$ cat src/rtl/gf2273_pkg.sv
// Shared constants and state encoding for the GF(2273) Fermat inverter.
// Q is prime, so a^(Q-2) is the multiplicative inverse of any nonzero residue.
package gf2273_pkg;

  localparam int W  = 12;
  localparam int PW = 23;

  localparam logic [W-1:0] Q   = 12'd2273;
  localparam logic [12:0]  MU  = 13'd7381;
  localparam logic [W-1:0] EXP = 12'b1000_1101_1111;

  typedef enum logic [1:0] {
    IDLE,
    SQR,
    MUL,
    DONE
  } state_t;

endpackage

$ cat src/rtl/gf2273_inverse_if.sv
// Operand/result handshake bundle for the GF(2273) inverter.
// master drives operands and consumes results; slave is the inverter.
interface gf2273_inverse_if;

  logic                     in_valid;
  logic                     in_ready;
  logic [gf2273_pkg::W-1:0] din_a;
  logic                     out_valid;
  logic                     out_ready;
  logic [gf2273_pkg::W-1:0] dout_inv;
  logic                     zero_err;

  modport master (
    output in_valid, din_a, out_ready,
    input  in_ready, out_valid, dout_inv, zero_err
  );

  modport slave (
    input  in_valid, din_a, out_ready,
    output in_ready, out_valid, dout_inv, zero_err
  );

endinterface

$ cat src/rtl/gf2273_modmul.sv
// Combinational 12x12 multiply followed by Barrett reduction mod 2273.
// Both operands must already be below Q, so the product is below 2^23.
module gf2273_modmul
  import gf2273_pkg::*;
(
  input  logic [W-1:0] x_i,
  input  logic [W-1:0] y_i,
  output logic [W-1:0] r_o
);

  logic [PW-1:0] prod;
  logic [10:0]   prodHi;
  logic [23:0]   qEst;
  logic [W-1:0]  quot;
  logic [PW-1:0] quotQ;
  logic [PW-1:0] rem0;
  logic [PW-1:0] rem1;
  logic [PW-1:0] rem2;

  // The truncated quotient can fall up to two short, so the remainder gets two correction steps.
  always_comb begin
    prod   = {11'b0, x_i} * {11'b0, y_i};
    prodHi = 11'(prod >> W);
    qEst   = {13'b0, prodHi} * {11'b0, MU};
    quot   = W'(qEst >> 12);
    quotQ  = {11'b0, quot} * {11'b0, Q};
    rem0   = prod - quotQ;
    rem1   = (rem0 >= {11'b0, Q}) ? rem0 - {11'b0, Q} : rem0;
    rem2   = (rem1 >= {11'b0, Q}) ? rem1 - {11'b0, Q} : rem1;
    r_o    = W'(rem2);
  end

endmodule

$ cat src/rtl/gf2273_inverse.sv
// Sequential modular inverter: left-to-right square-and-multiply of a^(Q-2) mod Q,
// one modular multiply per cycle, fixed 20-cycle latency, one operation in flight.
module gf2273_inverse
  import gf2273_pkg::*;
(
  input  logic            clk,
  input  logic            rst,
  gf2273_inverse_if.slave bus
);

  state_t       state_q;
  logic [3:0]   bitIdx_q;
  logic [W-1:0] acc_q;
  logic [W-1:0] aRed_q;
  logic         inReady_q;
  logic         outValid_q;
  logic [W-1:0] doutInv_q;
  logic         zeroErr_q;

  logic [W-1:0] aRedIn;
  logic [W-1:0] mulB;
  logic [W-1:0] mulRes;

  // Operands reach at most 4095 < 2Q, so one subtraction fully reduces them.
  assign aRedIn = (bus.din_a >= Q) ? bus.din_a - Q : bus.din_a;
  assign mulB   = (state_q == MUL) ? aRed_q : acc_q;

  gf2273_modmul uModmul (
    .x_i (acc_q),
    .y_i (mulB),
    .r_o (mulRes)
  );

  assign bus.in_ready  = inReady_q;
  assign bus.out_valid = outValid_q;
  assign bus.dout_inv  = doutInv_q;
  assign bus.zero_err  = zeroErr_q;

  always_ff @(posedge clk) begin
    if (rst) begin
      state_q    <= IDLE;
      bitIdx_q   <= 4'd11;
      acc_q      <= W'(1);
      aRed_q     <= '0;
      inReady_q  <= 1'b1;
      outValid_q <= 1'b0;
      doutInv_q  <= '0;
      zeroErr_q  <= 1'b0;
    end else begin
      unique case (state_q)
        IDLE: begin
          if (bus.in_valid && inReady_q) begin
            aRed_q    <= aRedIn;
            acc_q     <= W'(1);
            bitIdx_q  <= 4'd11;
            inReady_q <= 1'b0;
            state_q   <= SQR;
          end
        end
        SQR: begin
          acc_q <= mulRes;
          if (EXP[bitIdx_q]) begin
            state_q <= MUL;
          end else if (bitIdx_q == 4'd0) begin
            state_q    <= DONE;
            outValid_q <= 1'b1;
            doutInv_q  <= mulRes;
            zeroErr_q  <= (aRed_q == '0);
          end else begin
            bitIdx_q <= bitIdx_q - 4'd1;
          end
        end
        MUL: begin
          acc_q <= mulRes;
          if (bitIdx_q == 4'd0) begin
            state_q    <= DONE;
            outValid_q <= 1'b1;
            doutInv_q  <= mulRes;
            zeroErr_q  <= (aRed_q == '0);
          end else begin
            bitIdx_q <= bitIdx_q - 4'd1;
            state_q  <= SQR;
          end
        end
        DONE: begin
          if (bus.out_ready) begin
            outValid_q <= 1'b0;
            inReady_q  <= 1'b1;
            state_q    <= IDLE;
          end
        end
        default: state_q <= IDLE;
      endcase
    end
  end

endmodule

$ cat src/flat_wrapper.sv
// flat-port wrapper written by rule: the top's interface ports become plain ports
module gf2273_inverse_flat import gf2273_pkg::*;
  (clk, rst, bus_in_valid, bus_din_a, bus_out_ready, bus_in_ready, bus_out_valid, bus_dout_inv, bus_zero_err);
  gf2273_inverse_if bus_i ();
  input  logic clk;
  input  logic rst;
  input wire logic [$bits(bus_i.in_valid)-1:0] bus_in_valid;
  input wire logic [$bits(bus_i.din_a)-1:0] bus_din_a;
  input wire logic [$bits(bus_i.out_ready)-1:0] bus_out_ready;
  output wire logic [$bits(bus_i.in_ready)-1:0] bus_in_ready;
  output wire logic [$bits(bus_i.out_valid)-1:0] bus_out_valid;
  output wire logic [$bits(bus_i.dout_inv)-1:0] bus_dout_inv;
  output wire logic [$bits(bus_i.zero_err)-1:0] bus_zero_err;
  assign bus_i.in_valid = bus_in_valid;
  assign bus_i.din_a = bus_din_a;
  assign bus_i.out_ready = bus_out_ready;
  assign bus_in_ready = bus_i.in_ready;
  assign bus_out_valid = bus_i.out_valid;
  assign bus_dout_inv = bus_i.dout_inv;
  assign bus_zero_err = bus_i.zero_err;
  gf2273_inverse u_core (.clk(clk), .rst(rst), .bus(bus_i));
endmodule
$ cat config.mk
export PLATFORM = sky130hd
export DESIGN_NAME = gf2273_inverse_flat
export DESIGN_NICKNAME = d
export VERILOG_FILES = /design/src/rtl/gf2273_pkg.sv /design/src/rtl/gf2273_inverse_if.sv /design/src/rtl/gf2273_modmul.sv /design/src/rtl/gf2273_inverse.sv /design/src/flat_wrapper.sv
export SDC_FILE = /design/constraint.sdc
export NUM_CORES = 1
export LEC_CHECK = 0
export BUFFER_PORTS_ARGS = -buffer_cell sky130_fd_sc_hd__buf_4
export CORE_MARGIN = 2
export CORE_UTILIZATION = 65
export DETAILED_ROUTE_END_ITERATION = 8
export PLACE_DENSITY = 0.82
export SLEW_MARGIN = 15
export SYNTH_ARGS = -nofsm -noshare
export SYNTH_HDL_FRONTEND = slang
export SYNTH_SLANG_ARGS = --single-unit
$ cat constraint.sdc
create_clock -name clk -period 39.7 [get_ports clk]
set_clock_uncertainty 0.05 [all_clocks]
set_input_delay 1.985 -clock clk [delete_from_list [all_inputs] [get_ports clk]]
set_output_delay 1.985 -clock clk [all_outputs]
set_load 0.005 [all_outputs]
# Word level (Yosys, flattened, before mapping)
# Memory sizes are Yosys's and may differ from the RTL's. A register that Yosys moved wholly into a read port is not among the register bits.
# Index checks and enable logic that the tools add are counted.
totals:
  ff_bits: 45
  romBits: 16
  input_bits: 16
  out_inout_bits: 15
  elab_cells: 77
  memories: 1
op_classes:
  addsub: 5
  mul: 3
  n_lt_le_gt_ge: 4
  n_eq_ne: 7
  n_mux: 32
  reduce_logical: 17
memory_table:
  columns: ["name", "words", "word_bits", "rd", "rd_clocked_by_memory_dff", "wr", "line_no", "text"]
  rows:
  - ["(name not given)", 16, 1, 1, 1, 0, "gf2273_inverse.sv:62", "if (EXP[bitIdx_q]) begin"]
ops:
  columns: ["op", "n"]
  rows:
  - ["$mux 12", 6]
  - ["$pmux 12 s2", 2]
  - ["$ge 23x12->1 const B", 2]
  - ["$mul 11x13->24 const B", 1]
  - ["$sub 12x12->12 const B", 2]
  - ["$mul 12x12->23", 1]
  - ["$mul 12x12->23 const B", 1]
  - ["$mux 23", 1]
  - ["$sub 23x12->23 const B", 1]
  - ["$sub 23x23->23", 1]
  - ["$mux 4", 5]
  - ["$ge 12x12->1 const B", 1]
  - ["$logic_not 12->1", 1]
  - ["$pmux 4 s3", 1]
  - ["$reduce_and 3->1", 4]
  - ["$mux 2", 5]
  - ["$mux 1", 8]
  - ["$pmux 2 s4", 1]
  - ["$reduce_and 2->1", 3]
  - ["$reduce_bool 2->1", 3]
  - ["$reduce_bool 3->1", 2]
  - ["$lt 4x5->1 const B", 1]
  - ["$eq 2x2->1 const B", 2]
  - ["$logic_not 4->1", 1]
  - ["10 further kinds", 12]

# Depth between registers and ports, before layout
logic_depth:
  depth_word: 13
  ltp_mapped: 77
  ltp_nobuf: 75

# Hierarchy
# Synthesis repeated with hierarchy kept, for this count alone.
unflattened:
  hier_cells: 1657
  hier_area_um2: 14034.7
by_module_without_submodules:
  columns: ["mod", "instances", "cells_each", "area_each_um2", "seq_area_each_um2"]
  rows:
  - ["gf2273_modmul", 1, 1389, 11683.7, 0.0]
  - ["gf2273_inverse", 1, 268, 2351.0, 920.9]

# Worst setup path after synthesis
# OpenSTA, ideal clock, no wires.
synth_timing:
  path_kind: "register to register"
  startpoint: "register u_core.state_q[0]"
  endpoint: "register u_core.doutInv_q[10], in the netlist u_core.bus.dout_inv[10]"
  setup_ns: 0.117
  arrival_time_ns: 16.721
  required_ns: 39.533
  slack_ns: 22.813
  path_stages_with_launch: 76
  n_path_buf: 2
  synth_period_minus_slack_ns: 16.887
  cell_sequence: "dfxtp_1 > inv_1 > ha_1 > buf_1 > mux2_2 > clkbuf_1 > and2_1 > fa_1 > ha_1 > fa_1 > inv_1 > fa_1 > fa_1 > inv_1 > ha_1 > inv_1 > o21bai_1 > a21oi_1 > [... 40 more ...] > ha_1 > a21o_1 > a21o_1 > a31o_1 > o22a_1 > o311a_1 > xnor2_2 > nor4b_2 > mux2i_1 > nor2_1 > a21oi_1 > ha_1 > and2_1 > o21ai_0 > and3b_1 > a211oi_1 > xnor2_1 > a22o_1"
synth_between:
  elab_chain_len: 13
  word_cells_on_any_way: 19
  classes_between: "add/sub (3); mul (3); order compare (2); eq/ne (3); mux (6); reduce/logical (2)"
synth_lines:
  columns: ["element", "line_no", "text"]
  rows:
  - ["start: declaration", "gf2273_inverse.sv:11", "state_t state_q;"]
  - ["start signal: assignment", "gf2273_inverse.sv:41", "state_q <= IDLE;"]
  - ["start signal: assignment", "gf2273_inverse.sv:57", "state_q <= SQR;"]
  - ["start signal: assignment", "gf2273_inverse.sv:63", "state_q <= MUL;"]
  - ["$eq 2x2->1", "gf2273_inverse.sv:26, gf2273_inverse.sv:50", null]
  - ["$mux 12", "gf2273_inverse.sv:26", "assign mulB = (state_q == MUL) ? aRed_q : acc_q;"]
  - ["$mul 12x12->23", "gf2273_modmul.sv:22", "prod = {11'b0, x_i} * {11'b0, y_i};"]
  - ["$mul 11x13->24", "gf2273_modmul.sv:24", "qEst = {13'b0, prodHi} * {11'b0, MU};"]
  - ["$mul 12x12->23", "gf2273_modmul.sv:26", "quotQ = {11'b0, quot} * {11'b0, Q};"]
  - ["$sub 23x23->23", "gf2273_modmul.sv:27", "rem0 = prod - quotQ;"]
  - ["$sub 23x12->23 or $ge 23x12->1 (tied branches)", "gf2273_modmul.sv:28", "rem1 = (rem0 >= {11'b0, Q}) ? rem0 - {11'b0, Q} : rem0;"]
  - ["$mux 23", "gf2273_modmul.sv:28", null]
  - ["$ge 23x12->1 or $sub 12x12->12 (tied branches)", "gf2273_modmul.sv:29", "rem2 = (rem1 >= {11'b0, Q}) ? rem1 - {11'b0, Q} : rem1;"]
  - ["$mux 12", "gf2273_modmul.sv:29", null]
  - ["$mux 12", "gf2273_inverse.sv:64, gf2273_inverse.sv:75", null]
  - ["$mux 12", "gf2273_inverse.sv:62", null]
  - ["$pmux 12 s2", "gf2273_inverse.sv:50", "unique case (state_q)"]
  - ["end signal: assignment", "gf2273_inverse.sv:67", "doutInv_q <= mulRes;"]
  - ["end signal: assignment", "gf2273_inverse.sv:78", "doutInv_q <= mulRes;"]
  - ["end: declaration", "gf2273_inverse.sv:17", "logic [W-1:0] doutInv_q;"]
# Several ways; a longest one is shown, not always the timed one. The select of a mux whose other input is x is not followed.
# A chain may end at the register's enable or synchronous reset.

# Worst setup path after layout
# Ends and elaborated chain as after synthesis.

==> flow_metrics.tcl <==
set metrics [dict create \
    outcome "finished, final reports clean" \
    ys_seq_area_frac 0.0669 \
    rows 53 \
    syn_inst 1612 \
    routedWlPerCell_um 16.2 \
    place.gp.congestion 0.922 \
    port_buffers 30 \
    final.hold.worst_slack_ns 0.412 \
    critPathLaunchType "flip-flop" \
    end_kind "flip-flop" \
    fmax_ghz 0.0539 \
    syn_avg_cell_area_sq_um 8.53 \
    cts.sinks 46 \
    final_antenna_net_count 0 \
    slew_headroom 0.257 \
    rsz0062_at_grt "no" \
    arrival_ns 18.68 \
    critPathBufInv 10 \
    io_pins 31 \
    cts_made_buffers 5 \
    wl_met3_um 1720 \
    path_class "flip-flop to flip-flop" \
    clkTransAtPathRegs_ns 0.07 \
    ctsLongestPathBuffers 2 \
    drt-vias-per-instance 5.76 \
    nets 2040 \
    die_h_um 149 \
    dieArea_sq_um 22300 \
    vias 10800 \
    cp_slowest_stage_delay_ns 0.63 \
    hold_violations 0 \
    worstMarginPinSlew_ns 1.11 \
    routed_wl_um 30600 \
    antenna_cells 0 \
    m1WireLength_um 13600 \
    crit_required_ns 39.84 \
    cp_max_fo 14 \
    dieWidth_um 149 \
    final_cell_mix "inv_1 (339), ha_1 (234), fa_1 (182)" \
    grt_max_degree 38 \
    clock_latency_ns 0.30 \
    ys.flop_type "dfxtp_1" \
    area_growth_pct 4.11 \
    yosys_warnings 0 \
    final_util 0.686 \
    grt_pass1_wl_um 52800 \
    post-cts-setup-buffers 0 \
    cts_max_level 2 \
    synth_area_sq_um 13800 \
    hpwlAfterDp_um 26100 \
    routed.top_layer "met4" \
    final_common_cell "inv_1" \
    synth_nets 2044 \
    synth-edff-count 0 \
    dr.first_iter.drc_count 697 \
    slew_violations 0 \
    start_util 0.659 \
    overflow 0 \
    cts_hold_buf 0 \
    tritoncts "yes" \
    wl_met2_um 14500 \
    fin_crit_ns 18.54 \
    grt_use_total 0.290 \
    drive_above_1_share 0.0566 \
    firstDrtPassIters 5 \
    ys_async_sr_fraction 0 \
    period_share 0.467 \
    cp_slowest_cell "mux2i_1" \
    cts-resized-gates 0 \
    cts-root-buf "clkbuf_16" \
    cap_violations 0 \
    yosysUniqueCellTypes 80 \
    tns_ns 0 \
    worstHoldPathType "flip-flop to flip-flop" \
    crit_family "adder cells" \
    ys_ff_latch 46 \
    core-area_sq_um 20900 \
    drc 0 \
    grt_pass1_vias 11100 \
    antenna_found_initial 0 \
    setup_viol_count_final 0 \
]
## Yosys cell counts, types with 4 or more instances
cell type,instances,area share
a22o_1,7,0.0045
nand2_1,141,0.038
mux2_2,15,0.012
a211oi_1,20,0.011
nor3_1,21,0.0076
a31oi_1,5,0.0023
o21bai_1,10,0.0055
ha_1,234,0.21
nor4_1,4,0.0018
a211o_1,10,0.0064
a21oi_1,60,0.022
and3_1,12,0.0055
nor2b_1,11,0.0050
or3_1,10,0.0045
nand2b_1,15,0.0068
nand4_1,11,0.0050
nand3_1,28,0.010
inv_1,339,0.092
xor2_1,25,0.016
and2_1,62,0.028
dfxtp_1,46,0.067
o21ai_0,49,0.018
nor2_1,68,0.019
xnor2_1,55,0.035
fa_1,182,0.26
nand3b_1,8,0.0044
o21a_1,14,0.0076
mux2i_1,6,0.0044
a21o_1,19,0.010
clkbuf_1,38,0.010
or2_2,8,0.0036
## flip-flops by register name (all words and copies together), names as in the netlist, named ones only
name / count
u_core.state_q: 2
u_core.bus.in_ready: 1
u_core.bus.dout_inv: 12
u_core.acc_q: 12
u_core.bitIdx_q: 4
u_core.bus.out_valid: 1
u_core.bus.zero_err: 1
u_core.aRed_q: 12
## layer usage
layer  global-route usage  vias to the layer above
li1                     -                     5209
met1                0.401                     5244
met2                0.484                      321
met3               0.0375                       69
met4               0.0719                        0
met5                    0                        -
## path summary, 6_finish.rpt
kind,startpoint,slack [ns],to,cells after the start
hold reg to reg,u_core.bus.zero_err,0.41,u_core.bus.zero_err,2
setup / recovery,u_core.state_q[0],21.16,u_core.bus.dout_inv[10],73
setup reg to reg,u_core.state_q[0],21.16,u_core.bus.dout_inv[10],73
hold / removal,u_core.bus.zero_err,0.41,u_core.bus.zero_err,2
## per-stage QoR
stage	cells	setup slack, ns	area (sq um)
global placement	1876	21.92	14200
detailed placement	1876	21.35	14200
floorplan	1612	22.81	13800
CTS	1884	21.28	14300
finish	1884	21.16	14300
global route	1884	19.93	14300
## worst reg2reg max path: cells and delay by family, from the launching register on
kind                     cells  cell delay [ns]
adder cells (fa/ha/maj)     20             8.11
AND/OR/NAND/NOR             10             1.78
buffers and inverters       10             0.71
multiplexers                 2             1.13
AO/OA/AOI/OAI               27             5.28
flip-flops                   1             0.35
XOR/XNOR                     4             1.01
## cell families after synthesis
logic type / count (synthesis) / share of synthesized area
AND/OR/NAND/NOR: 417 / 0.153
AO/OA/AOI/OAI: 245 / 0.126
adder cells (fa/ha/maj): 416 / 0.478
multiplexers: 21 / 0.0166
buffers and inverters: 384 / 0.105
XOR/XNOR: 83 / 0.0549
flip-flops: 46 / 0.0669
## area by class of cell
cell class | count | area, sq um
Tap cell | 275 | 344
Inverter | 340 | 1280
Multi-Input combinational cell | 1182 | 11400
Clock buffer | 5 | 125
Timing Repair Buffer | 33 | 248
Fill cell | 1676 | 6570
Sequential cell | 46 | 921
Clock inverter | 3 | 23.8
Power is left out: the tool's default activity adds up to more than one toggle a clock period on the data nets, which glitch-free logic cannot reach.
